**config.mk**
```make
export PLATFORM = sky130hd
export DESIGN_NAME = lsu_agu
export DESIGN_NICKNAME = d
export VERILOG_FILES = /design/src/rtl/riscv_defs.sv /design/src/rtl/srv_defs.sv /design/src/rtl/lsu_queue.sv /design/src/rtl/lsu_agu.sv
export SDC_FILE = /design/constraint.sdc
export NUM_CORES = 1
export LEC_CHECK = 0
export CAP_MARGIN = 20
export CORE_MARGIN = 2
export CORE_UTILIZATION = 40
export CTS_BUF_LIST = sky130_fd_sc_hd__clkbuf_4
export CTS_CLUSTER_SIZE = 8
export DETAILED_ROUTE_END_ITERATION = 8
export HOLD_SLACK_MARGIN = 0.05
export PLACE_DENSITY_LB_ADDON = 0.08
export SYNTH_ARGS = -nofsm -noshare
export SYNTH_HDL_FRONTEND = slang
export SYNTH_SLANG_ARGS = --single-unit
```
**constraint.sdc**
```tcl
create_clock -name clk -period 13.6 [get_ports clk]
set_input_delay 3.4 -clock clk [delete_from_list [all_inputs] [get_ports clk]]
set_output_delay 3.4 -clock clk [all_outputs]
set_load 0.03 [all_outputs]
```
**src/rtl/riscv_defs.sv**
```systemverilog
// rtl/riscv_defs.sv - RISC-V major opcodes and load/store funct3 encodings
package riscv_defs;

  localparam logic [6:0] OPC_LOAD  = 7'b0000011;
  localparam logic [6:0] OPC_STORE = 7'b0100011;
  localparam logic [6:0] OPC_AMO   = 7'b0101111;

  localparam logic [2:0] FN3_LB  = 3'b000;
  localparam logic [2:0] FN3_LH  = 3'b001;
  localparam logic [2:0] FN3_LW  = 3'b010;
  localparam logic [2:0] FN3_LBU = 3'b100;
  localparam logic [2:0] FN3_LHU = 3'b101;
  localparam logic [2:0] FN3_SB  = 3'b000;
  localparam logic [2:0] FN3_SH  = 3'b001;
  localparam logic [2:0] FN3_SW  = 3'b010;

endpackage

```
**src/rtl/srv_defs.sv**
```systemverilog
// rtl/srv_defs.sv - shared core types: LSU opcode and LSU request packet
package srv_defs;

  typedef struct packed {
    logic       store;
    logic [2:0] funct3;
  } lsu_opc_t;

  typedef struct packed {
    logic        valid;
    lsu_opc_t    opc;
    logic [31:0] addr;
    logic [31:0] wdata;
  } lsu_pkt_t;

endpackage

```
**src/rtl/lsu_queue.sv**
```systemverilog
// rtl/lsu_queue.sv - LSU request FIFO: dual push, single pop, flush
module lsu_queue
  import srv_defs::*;
#(
  parameter  int DEPTH = 4,
  localparam int AW    = $clog2(DEPTH),
  localparam int CW    = AW + 1
) (
  input  logic              clk,
  input  logic              rst,
  input  logic              flush,
  input  logic [1:0]        push,
  input  lsu_pkt_t [1:0]    push_data,
  input  logic              pop,
  output lsu_pkt_t          head,
  output logic [CW-1:0]     count
);

  lsu_pkt_t        mem [DEPTH];
  logic [AW-1:0]   wr_ptr;
  logic [AW-1:0]   rd_ptr;
  logic [AW-1:0]   wr_idx1;
  logic [1:0]      push_g;
  logic            pop_g;

  assign push_g  = flush ? 2'b00 : push;
  assign pop_g   = pop && (count != '0);
  // Slot 1 lands right behind slot 0 only when slot 0 was actually written.
  assign wr_idx1 = wr_ptr + AW'(push_g[0]);

  always_ff @(posedge clk or negedge rst) begin
    if (!rst) begin
      count  <= '0;
      wr_ptr <= '0;
      rd_ptr <= '0;
    end else if (flush) begin
      count  <= '0;
      wr_ptr <= '0;
      rd_ptr <= '0;
    end else begin
      wr_ptr <= wr_idx1 + AW'(push_g[1]);
      rd_ptr <= rd_ptr + AW'(pop_g);
      count  <= count + CW'(push_g[0]) + CW'(push_g[1]) - CW'(pop_g);
    end
  end

  always_ff @(posedge clk) begin
    if (push_g[0]) mem[wr_ptr]  <= push_data[0];
    if (push_g[1]) mem[wr_idx1] <= push_data[1];
  end

  always_comb begin
    head       = mem[rd_ptr];
    head.valid = (count != '0);
  end

endmodule

```
**src/rtl/lsu_agu.sv**
```systemverilog
// rtl/lsu_agu.sv - dual-slot address generation, alignment check and LSU request queue
module lsu_agu
  import srv_defs::*;
  import riscv_defs::*;
#(
  parameter  int DEPTH = 4,
  localparam int CW    = $clog2(DEPTH) + 1
) (
  input  logic             clk,
  input  logic             rst,
  input  logic [1:0]       req_valid,
  input  lsu_opc_t [1:0]   req_opc,
  input  logic [1:0][31:0] req_base,
  input  logic [1:0][11:0] req_imm,
  input  logic [1:0][31:0] req_wdata,
  input  logic             flush,
  input  logic             lsu_addr_wait,
  output lsu_pkt_t         lsu_p,
  output logic             agu_stall,
  output logic             exc_valid,
  output logic             exc_store,
  output logic [31:0]      exc_addr
);

  function automatic logic misaligned(input logic [1:0] size, input logic [1:0] alo);
    return ((size == FN3_LH[1:0]) && alo[0]) ||
           ((size == FN3_LW[1:0]) && (alo != 2'b00));
  endfunction

  logic [1:0][31:0] ea;
  logic [1:0]       mis;
  lsu_pkt_t [1:0]   push_data;
  logic [1:0]       push;
  logic             pop;
  logic             accept;
  logic             exc_next;
  logic             exc_sel;
  logic [CW-1:0]    count;
  logic [CW:0]      need;
  logic [CW:0]      room;

  always_comb begin
    for (int i = 0; i < 2; i++) begin
      ea[i]        = req_base[i] + {{20{req_imm[i][11]}}, req_imm[i]};
      mis[i]       = req_valid[i] && misaligned(req_opc[i].funct3[1:0], ea[i][1:0]);
      push_data[i] = '{valid: 1'b1, opc: req_opc[i], addr: ea[i], wdata: req_wdata[i]};
    end
  end

  // The entry popped this cycle counts as room for the incoming requests.
  assign pop       = lsu_p.valid && !lsu_addr_wait;
  assign need      = {1'b0, count} + (CW+1)'(req_valid[0]) + (CW+1)'(req_valid[1]);
  assign room      = (CW+1)'(DEPTH) + (CW+1)'(pop);
  assign agu_stall = need > room;

  assign accept   = !agu_stall && !flush;
  assign push[0]  = accept && req_valid[0] && !mis[0];
  assign push[1]  = accept && req_valid[1] && !mis[1] && !mis[0];
  assign exc_next = accept && (mis[0] || mis[1]);
  assign exc_sel  = !mis[0];

  always_ff @(posedge clk or negedge rst) begin
    if (!rst) exc_valid <= 1'b0;
    else      exc_valid <= exc_next;
  end

  always_ff @(posedge clk) begin
    if (exc_next) begin
      exc_store <= req_opc[exc_sel].store;
      exc_addr  <= ea[exc_sel];
    end
  end

  lsu_queue #(.DEPTH(DEPTH)) u_queue (
    .clk       (clk),
    .rst       (rst),
    .flush     (flush),
    .push      (push),
    .push_data (push_data),
    .pop       (pop),
    .head      (lsu_p),
    .count     (count)
  );

endmodule

```
==> flow_metrics.env <==
export IMPL_multi_input_area_um2=8500
export IMPL_ys_top_cells_by_area="edfxtp_1 50%, nand2_1 12%, mux4_2 8.4%"
export IMPL_worstPathArrival_ps=5780
export IMPL_ir_drop_mv=0.0811
export IMPL_cts_buffers=89
export IMPL_floorplan_initialDensity=0.404
export IMPL_syn_area_per_cell_um2=10.5
export IMPL_synth_cells=1737
export IMPL_powerDensity_nw_per_um2=159
export IMPL_ctsHoldBuffers=0
export IMPL_synth_area_leader_cell="edfxtp_1"
export IMPL_die_h_um=218
export IMPL_switching_power_w=0.00128
export IMPL_clockBufferDepth=3
export IMPL_die_w_um=218
export IMPL_clkSinkCount=313
export IMPL_outcome="finished, final reports clean"
export IMPL_gr_total_overflow=0
export IMPL_grt_usage=0.237
export IMPL_path_clk_slew_ps=70
export IMPL_htreeDepth=3
export IMPL_cts_root_buf="clkbuf_4"
export IMPL_routabilityCongestion=0.907
export IMPL_postRouteWirelength_um=56000
export IMPL_ant_nets=0
export IMPL_drc=0
export IMPL_grt_pass1_wl_um=85300
export IMPL_die_area_um2=47500
export IMPL_synth_cell_type_count=65
export IMPL_coreArea_um2=45300
export IMPL_dp_hpwl_um=36300
export IMPL_cap_viol_max_count=0
export IMPL_dr_max_layer_used="met4"
export IMPL_synth_top_area_frac=0.501
export IMPL_async_reset_ff_frac=0.0256
export IMPL_maxSlewViolCount=0
export IMPL_place_ws_ps=4400
export IMPL_port_buffers=269
export IMPL_via_per_inst=5.39
export IMPL_fmax_mhz=109
export IMPL_hold_viol=0
export IMPL_cp_common_cell="clkdlybuf4s50_1"
export IMPL_postCtsSetupBuffers=0
export IMPL_cts_resized=0
export IMPL_nets=2260
export IMPL_syn2layout_area_growth_pct=24.7
export IMPL_p_leak_nw=8.68
export IMPL_power_frac_seq=0.354
export IMPL_drt_pass1_iterations=5
export IMPL_finalClockSkew_ps=43.4
export IMPL_slowest_stage="clkdlybuf4s50_1"
export IMPL_slowest_delay_ps=690
export IMPL_fillers=4131
export IMPL_syn_nets=1977
export IMPL_path_class="input port to output port"
export IMPL_wl_per_cell_um=20.8
export IMPL_wl_met3_um=2900
export IMPL_required_ps=10200
export IMPL_synth_area_um2=18300
export IMPL_ios=270
export IMPL_max_slew_margin=0.283
export IMPL_rows=78
export IMPL_yosys_warnings=0
export IMPL_clock_latency_ps=770
export IMPL_cts_tree="done"
export IMPL_rsz0062_at_grt="no"
export IMPL_cp_max_fo=3
export IMPL_finalCritPeriodShare=0.675
export IMPL_end_kind="output port"
export IMPL_drive_above_1_share=0.130
export IMPL_antenna_found_initial=1
export IMPL_met2_length_um=27500
export IMPL_regArea_um2=9370
export IMPL_p_int_w=0.00234
export IMPL_comb_power_share=0.376
export IMPL_ys_flop_type="edfxtp_1"
export IMPL_vias=14500
export IMPL_sw_frac_of_total=0.354
export IMPL_crit_path_cell_trace="clkdlybuf4s50_1 > inv_1 > fa_1 > ha_1 > o21bai_1 > a22o_1 > clkdlybuf4s50_1"
export IMPL_hold_class="flip-flop to flip-flop"
export IMPL_cp_start_kind="input port"
export IMPL_worstMarginPinSlew_ps=1080
export IMPL_synth_edf_count=305
export IMPL_yosysSeqAreaShare=0.512
export IMPL_period_minus_slack_ps=9180
export IMPL_grt_max_degree=77
export IMPL_grt_pass1_vias=14700
export IMPL_clkPwrFrac=0.270
export IMPL_drt_iter0_markers=1054
export IMPL_setup_violations=0
export IMPL_tns_ps=0
export IMPL_wl_met1_um=24200
export IMPL_synth_seq_cells=313
export IMPL_setup_slack_ps=4420
layout make-up:
class | instances | area share
clock buffer | 128 | 0.0421
clock inverter | 28 | 0.0129
sequential | 313 | 0.410
multi-input combinational | 1300 | 0.373
tap | 600 | 0.0329
timing repair buffer | 289 | 0.125
inverter | 27 | 0.00444
antenna | 1 | 0.000110
power groups by stage:
stage          logic, W  registers, W  clock network [W]
2_1_floorplan  0.000851       0.00130                  0
3_3_place_gp    0.00137       0.00131                  0
3_5_place_dp    0.00137       0.00131                  0
4_1_cts         0.00138       0.00129            0.00100
5_1_grt         0.00146       0.00130            0.00105
6_report        0.00136       0.00129           0.000979
registers in the layout (all words and copies together) (netlist names):
register        cells
exc_addr           32
u_queue.mem       272
exc_valid           1
u_queue.rd_ptr      2
exc_store           1
u_queue.count       3
u_queue.wr_ptr      2
path summary, 6_finish.rpt:
check	start	end	slack, ps	cells after the start
worst max-delay path	req_valid[0]	agu_stall	4420	7
worst min-delay path	u_queue.count[1]	u_queue.count[1]	680	2
worst max register to register	u_queue.count[2]	u_queue.mem[3][1]	8120	13
worst min register to register	u_queue.count[1]	u_queue.count[1]	680	2
max in group asynchronous	rst	u_queue.rd_ptr[0]	10340	1
min in group asynchronous	rst	u_queue.count[1]	2940	1
layer usage:
layer  GRT usage  up-vias
li1            -     6911
met5           0        -
met2       0.402      448
met1       0.308     7042
met4      0.0780        0
met3      0.0389       88
cells in the final DEF (no fill, tap or decap), types with 7 or more instances in the layout:
cell | netlist | routed
o21bai_1 | 13 | 13
a31oi_1 | 16 | 16
nor2b_1 | 11 | 11
nand4_1 | 13 | 13
a21oi_1 | 80 | 80
clkdlybuf4s50_1 | 0 | 269
nand2_1 | 595 | 593
edfxtp_1 | 305 | 305
o21a_1 | 11 | 10
nor2_1 | 50 | 49
ha_1 | 69 | 69
o211ai_1 | 7 | 7
buf_4 | 8 | 20
a21o_1 | 25 | 25
inv_1 | 26 | 26
clkbuf_4 | 0 | 128
xnor2_1 | 35 | 35
nand3_1 | 12 | 10
mux2i_1 | 30 | 30
o21ai_0 | 125 | 124
mux4_2 | 68 | 68
clkinv_1 | 0 | 19
xor2_1 | 28 | 28
mux2_2 | 10 | 10
nor3_1 | 13 | 11
bufinv_16 | 0 | 7
metrics by stage:
stage	cell area, um2	std cells	power [W]	util	hold WS, ps
floorplan	18300	1737	0.00215	-	584
global placement	21600	2529	0.00267	0.476	676
detailed placement	21600	2529	0.00268	0.476	677
CTS	22800	2685	0.00367	0.504	684
global route	22800	2686	0.00381	0.504	716
finish	22800	2686	0.00363	0.504	682
kinds of logic after synthesis:
logic type	count (synthesis)	synth area share
mux	108	0.106
compound gates	329	0.111
fa+ha+maj	74	0.0527
simple gates	726	0.159
buf+inv	124	0.0287
xor+xnor	63	0.0302
flops	313	0.512
cell usage after synthesis, types with 5 or more instances:
cell type,count
o21a_1,11
nor2_1,50
inv_1,26
o31ai_1,5
mux2i_1,30
and3_1,6
nand2_1,595
a211oi_1,6
mux2_2,10
nor3_1,13
edfxtp_1,305
nand3_1,12
a31oi_1,16
fa_1,5
xnor2_1,35
a21o_1,25
dfrtp_1,8
ha_1,69
o21bai_1,13
o21ai_0,125
nand4_1,13
clkbuf_1,62
or3_1,7
buf_2,23
nor2b_1,11
o211ai_1,7
a311oi_1,6
nand2b_1,5
a21oi_1,80
mux4_2,68
buf_4,8
xor2_1,28
worst max-delay path, delay by kind of cell:
family | cells | cell delay [ps]
compound gates | 2 | 340
fa+ha+maj | 2 | 760
buf+inv | 3 | 1290
No activity file was read; power rests on OpenSTA's default activity.
